===== src/rtl/tan_rr_scheduler.sv =====
// tan_rr_scheduler: round-robin front end that shares one tangent core
// among N_REQ requesters and aborts an operation after TIMEOUT wait cycles.
module tan_rr_scheduler #(
  parameter int N_REQ   = 4,
  parameter int DATA_W  = 32,
  parameter int TIMEOUT = 255
) (
  input  logic                      clk,
  input  logic                      rst_n,
  input  logic [N_REQ-1:0]          req,
  input  logic [N_REQ*DATA_W-1:0]   req_angle,
  output logic [N_REQ-1:0]          ack,
  output logic [N_REQ-1:0]          rsp_valid,
  output logic [DATA_W-1:0]         rsp_data,
  output logic                      rsp_err,
  output logic                      busy,
  output logic [2:0]                cur_id,
  output logic                      core_start,
  output logic [DATA_W-1:0]         core_angle,
  input  logic                      core_done,
  input  logic [DATA_W-1:0]         core_result
);

  typedef enum logic [1:0] {
    S_IDLE,
    S_ISSUE,
    S_WAIT,
    S_RESP
  } state_t;

  localparam logic [7:0] TMAX  = 8'(TIMEOUT - 1);
  localparam logic [2:0] LAST0 = 3'(N_REQ - 1);

  state_t              r_state;
  logic [7:0]          r_timer;
  logic [2:0]          r_last;
  logic [N_REQ-1:0]    r_ack;
  logic [N_REQ-1:0]    r_rsp_valid;
  logic [DATA_W-1:0]   r_rsp_data;
  logic                r_rsp_err;
  logic                r_busy;
  logic [2:0]          r_cur_id;
  logic                r_core_start;
  logic [DATA_W-1:0]   r_core_angle;

  logic                w_any;
  logic [2:0]          w_win;
  logic [DATA_W-1:0]   w_angle;
  logic [N_REQ-1:0]    w_win_oh;
  logic [N_REQ-1:0]    w_cur_oh;

  // Scan downward so the requester nearest after r_last is written last.
  always_comb begin
    w_any   = |req;
    w_win   = '0;
    w_angle = '0;
    for (int i = N_REQ; i >= 1; i--) begin
      if (req[(int'(r_last) + i) % N_REQ]) begin
        w_win   = 3'((int'(r_last) + i) % N_REQ);
        w_angle = req_angle[((int'(r_last) + i) % N_REQ) * DATA_W +: DATA_W];
      end
    end
  end

  assign w_win_oh = N_REQ'(1) << w_win;
  assign w_cur_oh = N_REQ'(1) << r_cur_id;

  always_ff @(posedge clk) begin
    if (!rst_n) begin
      r_state      <= S_IDLE;
      r_timer      <= '0;
      r_last       <= LAST0;
      r_ack        <= '0;
      r_rsp_valid  <= '0;
      r_rsp_data   <= '0;
      r_rsp_err    <= 1'b0;
      r_busy       <= 1'b0;
      r_cur_id     <= '0;
      r_core_start <= 1'b0;
      r_core_angle <= '0;
    end else begin
      r_ack        <= '0;
      r_rsp_valid  <= '0;
      r_core_start <= 1'b0;
      unique case (r_state)
        S_IDLE: begin
          if (w_any) begin
            r_cur_id     <= w_win;
            r_core_angle <= w_angle;
            r_ack        <= w_win_oh;
            r_core_start <= 1'b1;
            r_busy       <= 1'b1;
            r_state      <= S_ISSUE;
          end
        end
        S_ISSUE: begin
          r_timer <= '0;
          r_state <= S_WAIT;
        end
        S_WAIT: begin
          if (core_done) begin
            r_rsp_data  <= core_result;
            r_rsp_err   <= 1'b0;
            r_rsp_valid <= w_cur_oh;
            r_state     <= S_RESP;
          end else if (r_timer == TMAX) begin
            r_rsp_data  <= '0;
            r_rsp_err   <= 1'b1;
            r_rsp_valid <= w_cur_oh;
            r_state     <= S_RESP;
          end else begin
            r_timer <= r_timer + 8'd1;
          end
        end
        S_RESP: begin
          r_last  <= r_cur_id;
          r_busy  <= 1'b0;
          r_state <= S_IDLE;
        end
        default: r_state <= S_IDLE;
      endcase
    end
  end

  assign ack        = r_ack;
  assign rsp_valid  = r_rsp_valid;
  assign rsp_data   = r_rsp_data;
  assign rsp_err    = r_rsp_err;
  assign busy       = r_busy;
  assign cur_id     = r_cur_id;
  assign core_start = r_core_start;
  assign core_angle = r_core_angle;

endmodule


===== config.mk =====
export PLATFORM = sky130hd
export DESIGN_NAME = tan_rr_scheduler
export DESIGN_NICKNAME = d
export VERILOG_FILES = /design/src/rtl/tan_rr_scheduler.sv
export SDC_FILE = /design/constraint.sdc
export NUM_CORES = 1
export LEC_CHECK = 0
export ABC_AREA = 1
export CORE_MARGIN = 3
export CORE_UTILIZATION = 45
export DETAILED_ROUTE_END_ITERATION = 12
export PLACE_DENSITY = 0.79
export RECOVER_POWER = 50
export SYNTH_ARGS = -nofsm -noshare
export SYNTH_HDL_FRONTEND = slang
export SYNTH_SLANG_ARGS = --single-unit

===== constraint.sdc =====
create_clock -name clk -period 2.13 [get_ports clk]
set_clock_uncertainty 0.2 [all_clocks]
set_input_delay 0.213 -clock clk [delete_from_list [all_inputs] [get_ports clk]]
set_output_delay 0.213 -clock clk [all_outputs]
set_load 0.01 [all_outputs]

==> impl_metrics.yaml, run 1 <==
outcome:
  status: "completed"
power:
  power_frac_clock_pct: 14.3
  p_leak_nw: 4.75
  power_frac_seq_pct: 23.4
  p_int_w: 0.00561
  vdd_drop_max_v: 0.000775
  power.switching_w: 0.00484
  cellPowerDensity_nw_per_um2: 1010
  comb_power_share_pct: 62.4
  power_w: 0.0104
  p_sw_share_pct: 46.3
die:
  die-width_um: 134
  die-area_sq_um: 17900
  initial_utilization_pct: 46.1
  fp.dieH_um: 134
  boundaryPins: 245
  core_area_sq_um: 15900
  rows: 46
yosys:
  seq_area_frac_synth_pct: 24.2
  yosysWarnings: 0
  synth.mux.area_fraction_pct: 0
  synth-compound-area-share_pct: 24.9
  ys_ff_latch: 89
  synthArstFlopShare_pct: 0
  yosys.area_share.simple_pct: 38.8
  syn-num-nets: 1513
  synthDistinctLibCells: 32
  synth_xor_area_share_pct: 0.357
  syn_area_per_cell_sq_um: 5.49
  synthesis.area_sq_um: 7350
  synth-edff-count: 0
  synth_ff_type: "dfxtp_1"
  synth_top_family_by_area: "simple AND/OR/NAND/NOR gates"
  syn_inst: 1339
  synthAdderAreaFrac_pct: 1.19
clock_network:
  cts_sinks: 89
  cts_root_buf: "clkbuf_16"
  cts_buffers: 9
  insertion_delay_ns: 0.35
  hold_buffers: 0
  h-tree-depth: 3
  cts_tree: "done"
  cts_buffer_depth: 2
  clkTransAtPathRegs_ns: 0.06
setup_path:
  critPathBufInv: 3
  crit_family: "buffers and inverters"
  slowest_stage: "dfxtp_4"
  path_class: "reg -> reg"
  crit_arrival_ns: 2.03
  crit_chain: "inv_4, nand2_2, nand2_2, nand2_1, o21ai_4, inv_2, buf_12, a21oi_1, nor2_1, a21oi_1"
  cp-end-kind: "register"
  crit_path_start_kind: "register"
  cpPeakStageDelay_ns: 0.37
  cp_max_fo: 19
  worstPathRequired_ns: 2.21
sta:
  tightest_slew_ns: 0.607
  hold_violations: 0
  setup-violations-final: 0
  period_needed_ns: 1.95
  max_freq_mhz: 514
  rsz0062_at_grt: "no"
  min_period_over_period_pct: 91.3
  finalSetupTns_ns: 0
  whs_ns: 0.217
  slew_viol_final: 0
  maxSlewHeadroom_pct: 59.5
drt:
  drt_iter0_drc: 755
  wl_per_cell_um: 14.0
  dr_total_vias: 9124
  route.detailed.drc: 0
  vias_per_cell: 5.19
  wirelength_um: 24700
  drt.antenna.violating_nets: 0
  drt_first_pass_iters: 6
place:
  dp_cells: 1742
  portBuffers: 243
  dpl_cell_area_sq_um: 10000
  gp_congestion: 0.857
  hpwl_um: 18200
global_routing:
  grt_max_degree: 131
  grt_pass1_vias: 8244
  grt.total_usage_pct: 27.0
  grt_pass1_wl_um: 40400
  grt_overflow_total: 0
  antenna_found_initial: 0
layout:
  drive_gt1_share_pct: 6.16
  layout_common_cells: "554 x nand2_1, 177 x o21ai_0, 169 x clkdlybuf4s50_1"
  area_growth_pct: 40.4
  final_common_cell: "nand2_1"
  fin_cells: 1759
  fillers: 1532
  antenna_cells: 0
  fin_nets: 1712
  fin_area_sq_um: 10300
worst_hold_path:
  hold_path.class: "in -> reg"
run:
  maxCapViolCount: 0
[tightest hold or removal path: cells and delay by family]
family / cells / cell delay [ns]
buffers and inverters: 1 / 0.39
AND/OR/NAND/NOR: 1 / 0.06
AO/OA/AOI/OAI: 1 / 0.05
[cell type report]
class / count / area (sq um) / area share, %
Sequential cell: 89 / 1790 / 17.3
Tap cell: 216 / 270 / 2.62
Inverter: 78 / 295 / 2.86
Multi-Input combinational cell: 1073 / 4810 / 46.6
Clock buffer: 10 / 229 / 2.22
Clock inverter: 6 / 45.0 / 0.437
Timing Repair Buffer: 287 / 2880 / 27.9
[synth_stat cells, types with 6 or more instances]
cell	number	area, sq um
nor2_1	53	199
buf_4	10	75.1
o21ai_0	177	886
nand4_1	8	50.1
ha_1	7	87.6
inv_1	72	270
clkbuf_1	43	161
o211ai_1	6	45.0
buf_2	30	150
nand3_1	69	345
a21oi_1	118	591
inv_2	6	22.5
dfxtp_1	89	1780
a22oi_1	10	75.1
o21ai_1	25	125
or2_2	19	119
nand2_1	555	2080
buf_1	12	45.0
[metrics by stage]
step	util (%)	worst slack (ns)
2_1_floorplan	-	0.349
3_3_place_gp	63.0	0.0744
3_5_place_dp	63.0	0.0444
4_1_cts	64.7	0.0224
5_1_grt	64.7	0.0165
6_report	64.7	0.185
[per-layer routing]
metal	vias to the layer above	wire, um	GRT usage [%]
li1	4722	-	-
met1	4011	10600	35.4
met2	353	11700	45.8
met3	38	1850	4.54
met4	0	507	7.94
met5	-	0	0
[worst paths after layout]
| path | startpoint | endpoint | slack, ns | cells past startpoint |
|---|---|---|---|---|
| max | r_last[0]$_SDFFE_PN1P_ | core_angle[5]$_SDFFE_PN0P_ | 0.18 | 10 |
| min | core_result[0] | rsp_data[0]$_SDFFE_PN0P_ | 0.22 | 3 |
| min reg2reg | rsp_data[20]$_SDFFE_PN0P_ | rsp_data[20]$_SDFFE_PN0P_ | 0.26 | 2 |
| max reg2reg | r_last[0]$_SDFFE_PN1P_ | core_angle[5]$_SDFFE_PN0P_ | 0.18 | 10 |
[registers in the layout, indices dropped and copies added, names as in the netlist, 2 cells and up]
name        flops
r_last          2
r_timer         8
cur_id          2
rsp_data       32
r_state         2
ack             4
core_angle     32
rsp_valid       4
[power by group through the flow]
stage / registers [W] / logic [W] / clock network, W
finish: 0.00244 / 0.00652 / 0.00149
global route: 0.00249 / 0.00729 / 0.00159
CTS: 0.00246 / 0.00663 / 0.00152
detailed placement: 0.00249 / 0.00661 / 0
global placement: 0.00250 / 0.00649 / 0
floorplan: 0.00257 / 0.00392 / 0
[cell families after synthesis]
family / after synthesis
and+or+nand+nor: 714
AOI/OAI and AO/OA: 348
buffers and inverters: 177
DFF: 89
adders and majority gates: 7
xor gates and xnor gates: 3
other: 1
[what timing repair did]
item,in CTS,in global routing
gates resized for setup,0,4
buffers inserted,0,1
setup endpoints to repair,0,38
Power figures use the tool's default switching activity.
==> run 2, diff against run 1 <==
--- a/config.mk
+++ b/config.mk
@@ -10,7 +10,6 @@
 export CORE_UTILIZATION = 45
 export DETAILED_ROUTE_END_ITERATION = 12
 export PLACE_DENSITY = 0.79
-export RECOVER_POWER = 50
 export SYNTH_ARGS = -nofsm -noshare
 export SYNTH_HDL_FRONTEND = slang
 export SYNTH_SLANG_ARGS = --single-unit
==> run 2 against run 1 <==
Compared with the run above:
- core utilization grew 0.063 points
- sequential cell count stayed put
- sequential share of layout area barely moved
- worst setup slack worse by 0.018 ns
- first-iteration DRC count rose by 7.0%
- cell area about the same
- hold slack got worse by 0.0011 ns
- maximum frequency decreased by 0.92%
- critical endpoint unchanged
==> impl_metrics.yaml, run 2 (synthesis results as in run 1) <==
sta:
  finalSetupTns_ns: 0
  max_freq_mhz: 509
  hold_violations: 0
  min_period_over_period_pct: 92.2
  rsz0062_at_grt: "no"
  maxSlewHeadroom_pct: 59.4
  period_needed_ns: 1.96
  tightest_slew_ns: 0.609
  postLayoutSetupSlackWorst_ns: 0.167
  whs_ns: 0.216
  slew_viol_final: 0
  setup-violations-final: 0
global_routing:
  grt_overflow_total: 0
  grt_max_degree: 131
  antenna_found_initial: 0
  grt.total_usage_pct: 27.0
  grt_pass1_wl_um: 40400
  grt_pass1_vias: 8244
power:
  power.switching_w: 0.00487
  comb_power_share_pct: 62.8
  p_int_w: 0.00576
  power_frac_seq_pct: 23.1
  p_sw_share_pct: 45.8
  vdd_drop_max_v: 0.000778
  power_frac_clock_pct: 14.0
  p_leak_nw: 4.55
  cellPowerDensity_nw_per_um2: 1030
die:
  fp.dieH_um: 134
  die-width_um: 134
  rows: 46
  initial_utilization_pct: 46.1
  boundaryPins: 245
  die-area_sq_um: 17900
  core_area_sq_um: 15900
clock_network:
  cts_tree: "done"
  cts_sinks: 89
  clkTransAtPathRegs_ns: 0.06
  hold_buffers: 0
  cts_root_buf: "clkbuf_16"
  cts_buffers: 9
  h-tree-depth: 3
  insertion_delay_ns: 0.35
  cts_buffer_depth: 2
layout:
  antenna_cells: 0
  drive_gt1_share_pct: 6.35
  final_common_cell: "nand2_1"
  fin_nets: 1712
  area_growth_pct: 40.5
  layout_common_cells: "554 x nand2_1, 243 x clkdlybuf4s50_1, 177 x o21ai_0"
  fillers: 1529
  fin_area_sq_um: 10300
worst_hold_path:
  min_to: "rsp_data[0]$_SDFFE_PN0P_"
  hp-start: "core_result[0]"
  min_path_cells: 3
  hold_path.class: "in -> reg"
place:
  portBuffers: 243
  dpl_worst_slack_ns: 0.0444
  dpl_cell_area_sq_um: 10000
  hpwl_um: 18200
  gp_congestion: 0.857
setup_path:
  cp-end-kind: "register"
  reg2regPathDepth: 10
  crit_path_start_kind: "register"
  cp_max_fo: 19
  r2r_start: "r_last[0]$_SDFFE_PN1P_"
  worstPathRequired_ns: 2.21
  crit_arrival_ns: 2.04
  path_class: "reg -> reg"
  r2r_setup_slack_ns: 0.17
  r2r_end: "core_angle[5]$_SDFFE_PN0P_"
drt:
  drt_iter0_drc: 808
  dr_total_vias: 9152
  wirelength_um: 24800
  drt_first_pass_iters: 5
  wl_per_cell_um: 14.1
  route.detailed.drc: 0
  vias_per_cell: 5.20
  drt.antenna.violating_nets: 0
outcome:
  status: "completed"
run:
  maxCapViolCount: 0
[run 2: cell count changes in the layout (fill, tap and decap cells not counted)]
cell / change
clkdlybuf4s50_1: +74
dlygate4sd3_1: -74
buf_4: +2
clkbuf_1: -2
nor2_2: +1
nor2_1: -1
[run 2: worst max path at each step]
stage	cells after the start	to	from
global route	11	core_angle[5]$_SDFFE_PN0P_	r_last[1]$_SDFFE_PN1P_
global placement	7	core_angle[9]$_SDFFE_PN0P_	r_last[0]$_SDFFE_PN1P_
detailed placement	7	core_angle[7]$_SDFFE_PN0P_	r_last[0]$_SDFFE_PN1P_
finish	10	core_angle[5]$_SDFFE_PN0P_	r_last[0]$_SDFFE_PN1P_
floorplan	9	core_angle[26]$_SDFFE_PN0P_	r_last[1]$_SDFFE_PN1P_
CTS	7	core_angle[7]$_SDFFE_PN0P_	r_last[0]$_SDFFE_PN1P_
[run 2: layout make-up]
| type | count | area (sq um) | area share [%] |
|---|---|---|---|
| Tap cell | 216 | 270 | 2.62 |
| Clock inverter | 6 | 45.0 | 0.436 |
| Clock buffer | 10 | 229 | 2.22 |
| Timing Repair Buffer | 287 | 2890 | 28.0 |
| Multi-Input combinational cell | 1073 | 4810 | 46.6 |
| Sequential cell | 89 | 1790 | 17.3 |
| Inverter | 78 | 295 | 2.86 |
[run 2: repair_timing]
| action | 4_1_cts | 5_1_grt |
|---|---|---|
| gates resized for setup | 0 | 4 |
| buffers inserted | 0 | 1 |
| setup endpoints to repair | 0 | 38 |
[run 2: routing by layer]
metal	vias up	routed length, um	share of wire [%]	GRT usage (%)
met5	-	0	0	0
met4	0	468	1.9	7.94
met3	34	1750	7.0	4.54
met2	361	11800	48	45.8
met1	4034	10700	43	35.4
li1	4723	-	-	-
[run 2: critical path, stage by stage, from the launching register on]
cell     delay [ns]
dfxtp_4        0.37
inv_4          0.18
nand2_2        0.07
nand2_2        0.16
nand2_1        0.15
o21ai_4        0.14
inv_2          0.14
buf_12         0.17
a21oi_1        0.11
nor2_1         0.05
a21oi_1        0.15
[run 2: power by group through the flow]
stage | clock (W) | combinational, W | sequential [W]
after floorplan | 0 | 0.00392 | 0.00257
after global placement | 0 | 0.00649 | 0.00250
after detailed placement | 0 | 0.00661 | 0.00249
after CTS | 0.00152 | 0.00663 | 0.00246
after global routing | 0.00159 | 0.00744 | 0.00250
final | 0.00149 | 0.00668 | 0.00246
[run 2: per-stage QoR]
stage	std cells	power (W)	util (%)
after global placement	1742	0.00899	63.0
after detailed placement	1742	0.00910	63.0
after global routing	1759	0.0115	64.8
final	1759	0.0106	64.8
after CTS	1758	0.0106	64.7
after floorplan	1339	0.00649	-
==> run 3, diff against run 2 <==
--- a/config.mk
+++ b/config.mk
@@ -6,6 +6,7 @@
 export NUM_CORES = 1
 export LEC_CHECK = 0
 export ABC_AREA = 1
+export CORE_ASPECT_RATIO = 1.25
 export CORE_MARGIN = 3
 export CORE_UTILIZATION = 45
 export DETAILED_ROUTE_END_ITERATION = 12
==> run 3 against run 2 <==
Compared with the run above:
- clock power increased by 5%
- sequential power about the same
- global-route usage is 1.6 points lower
- combinational power is 0.7% higher
- wire length fell by 3.2%
- count of clock-buffer cells in the layout down 1
- core utilization up 0.97 points
- final cell count decreased by 0.28%
- maximum frequency down 2.9%
- die area barely moved
- sequential share of layout area shrank 0.13 points
- hold slack improved by 0.011 ns
- critical path type unchanged
- largest power group unchanged
==> impl_metrics.yaml, run 3 (synthesis results as in run 1) <==
layout:
  fin_nets: 1711
  fin_area_sq_um: 10400
  antenna_cells: 0
  area_growth_pct: 41.6
  multiInputGateArea_sq_um: 4820
  fillers: 1473
  seq_area_sq_um: 1790
  layout_common_cells: "552 x nand2_1, 243 x clkdlybuf4s50_1, 177 x o21ai_0"
  utilization_pct: 65.8
  drive_gt1_share_pct: 6.49
  final_common_cell: "nand2_1"
sta:
  period_needed_ns: 2.02
  hold_violations: 0
  rsz0062_at_grt: "no"
  setup-violations-final: 0
  slew_viol_final: 0
  finalSetupTns_ns: 0
  min_period_over_period_pct: 94.9
  postLayoutSetupSlackWorst_ns: 0.108
  max_freq_mhz: 495
drt:
  drt_first_pass_iters: 5
  vias_per_cell: 5.20
  dr_total_vias: 9122
  wl_met1_um: 9770
  drt.antenna.violating_nets: 0
  drt_iter0_drc: 661
  dr_wl_met3_um: 1410
  wirelength_um: 24000
  wl_per_cell_um: 13.7
  route.detailed.drc: 0
  wl_met2_um: 12200
  top_layer_used: "met4"
outcome:
  status: "completed"
power:
  power_w: 0.0107
  power.switching_w: 0.00490
  power_frac_seq_pct: 22.7
  comb_power_share_pct: 62.6
  vdd_drop_max_v: 0.000623
  p_int_w: 0.00585
  power_frac_clock_pct: 14.7
  p_sw_share_pct: 45.6
  cellPowerDensity_nw_per_um2: 1030
  p_leak_nw: 4.58
setup_path:
  crit_path_start_kind: "register"
  cp_max_fo: 11
  cp-end-kind: "register"
  crit_arrival_ns: 2.09
  path_class: "reg -> reg"
  worstPathRequired_ns: 2.20
clock_network:
  insertion_delay_ns: 0.33
  cts_buffer_depth: 2
  cts_root_buf: "clkbuf_16"
  clkTransAtPathRegs_ns: 0.07
  h-tree-depth: 3
  cts_tree: "done"
  cts_buffers: 9
  hold_buffers: 0
  cts_sinks: 89
die:
  fp.dieH_um: 149
  core_area_sq_um: 15800
  rows: 51
  die-area_sq_um: 17900
  initial_utilization_pct: 46.5
  boundaryPins: 245
  die-width_um: 120
global_routing:
  grt_max_degree: 115
  grt.total_usage_pct: 25.4
  grt_overflow_total: 0
  grt_pass1_vias: 8202
  grt_pass1_wl_um: 38400
  antenna_found_initial: 0
place:
  portBuffers: 243
  dpl_worst_slack_ns: 0.0544
  dpl_cell_area_sq_um: 10000
  gp_congestion: 0.835
  hpwl_um: 17300
worst_hold_path:
  hold_path.class: "in -> reg"
run:
  maxCapViolCount: 0
==> run 3: cell type report <==
| type | instances | area share, % |
|---|---|---|
| well taps | 212 | 2.55 |
| multi-input cells | 1073 | 46.3 |
| inverters | 78 | 2.84 |
| repair buffers | 286 | 28.3 |
| flip-flops and latches | 89 | 17.2 |
| clock buffers | 9 | 2.16 |
| clock inverters | 7 | 0.685 |
==> run 3: timing repair <==
item                                    in CTS  in global routing
resized for setup                            0                  6
setup buffers                                0                  1
endpoints found under the setup margin       0                 12
endpoints found under the hold margin        0                  0
==> run 3: per-stage QoR <==
stage,hold slack (ns),std cells
after floorplan,0.162,1339
after CTS,0.215,1751
after global routing,0.231,1754
after detailed placement,0.251,1735
after global placement,0.245,1735
final,0.227,1754
==> run 3: power groups by stage <==
stage	Combinational [W]	Clock, W	Sequential, W
3_3_place_gp	0.00648	0	0.00247
3_5_place_dp	0.00655	0	0.00247
2_1_floorplan	0.00392	0	0.00257
4_1_cts	0.00659	0.00160	0.00244
6_report	0.00673	0.00157	0.00244
5_1_grt	0.00750	0.00167	0.00249
==> run 3: routing by layer <==
metal  track usage [%]  vias up
met3              3.03       37
met4              7.77        0
met2              46.5      333
li1                  -     4722
met1              31.0     4030
met5                 0        -
==> run 3: final timing paths <==
check / startpoint / to / slack [ns] / cells after the start
min reg2reg: rsp_data[13]$_SDFFE_PN0P_ / rsp_data[13]$_SDFFE_PN0P_ / 0.26 / 2
max reg2reg: r_last[0]$_SDFFE_PN1P_ / core_angle[15]$_SDFFE_PN0P_ / 0.11 / 11
max: r_last[0]$_SDFFE_PN1P_ / core_angle[15]$_SDFFE_PN0P_ / 0.11 / 11
min: core_result[5] / rsp_data[5]$_SDFFE_PN0P_ / 0.23 / 3
==> run 3: worst max-delay path, cell delays in order, from the launching register on <==
cell       delay (ns)
dfxtp_4          0.39
clkbuf_2         0.17
nand2_2          0.10
nand2_4          0.09
nand2_1          0.09
nand2_2          0.11
a21oi_4          0.28
clkbuf_16        0.24
nand2_1          0.06
nand3_1          0.06
nand2_1          0.06
a21oi_1          0.12
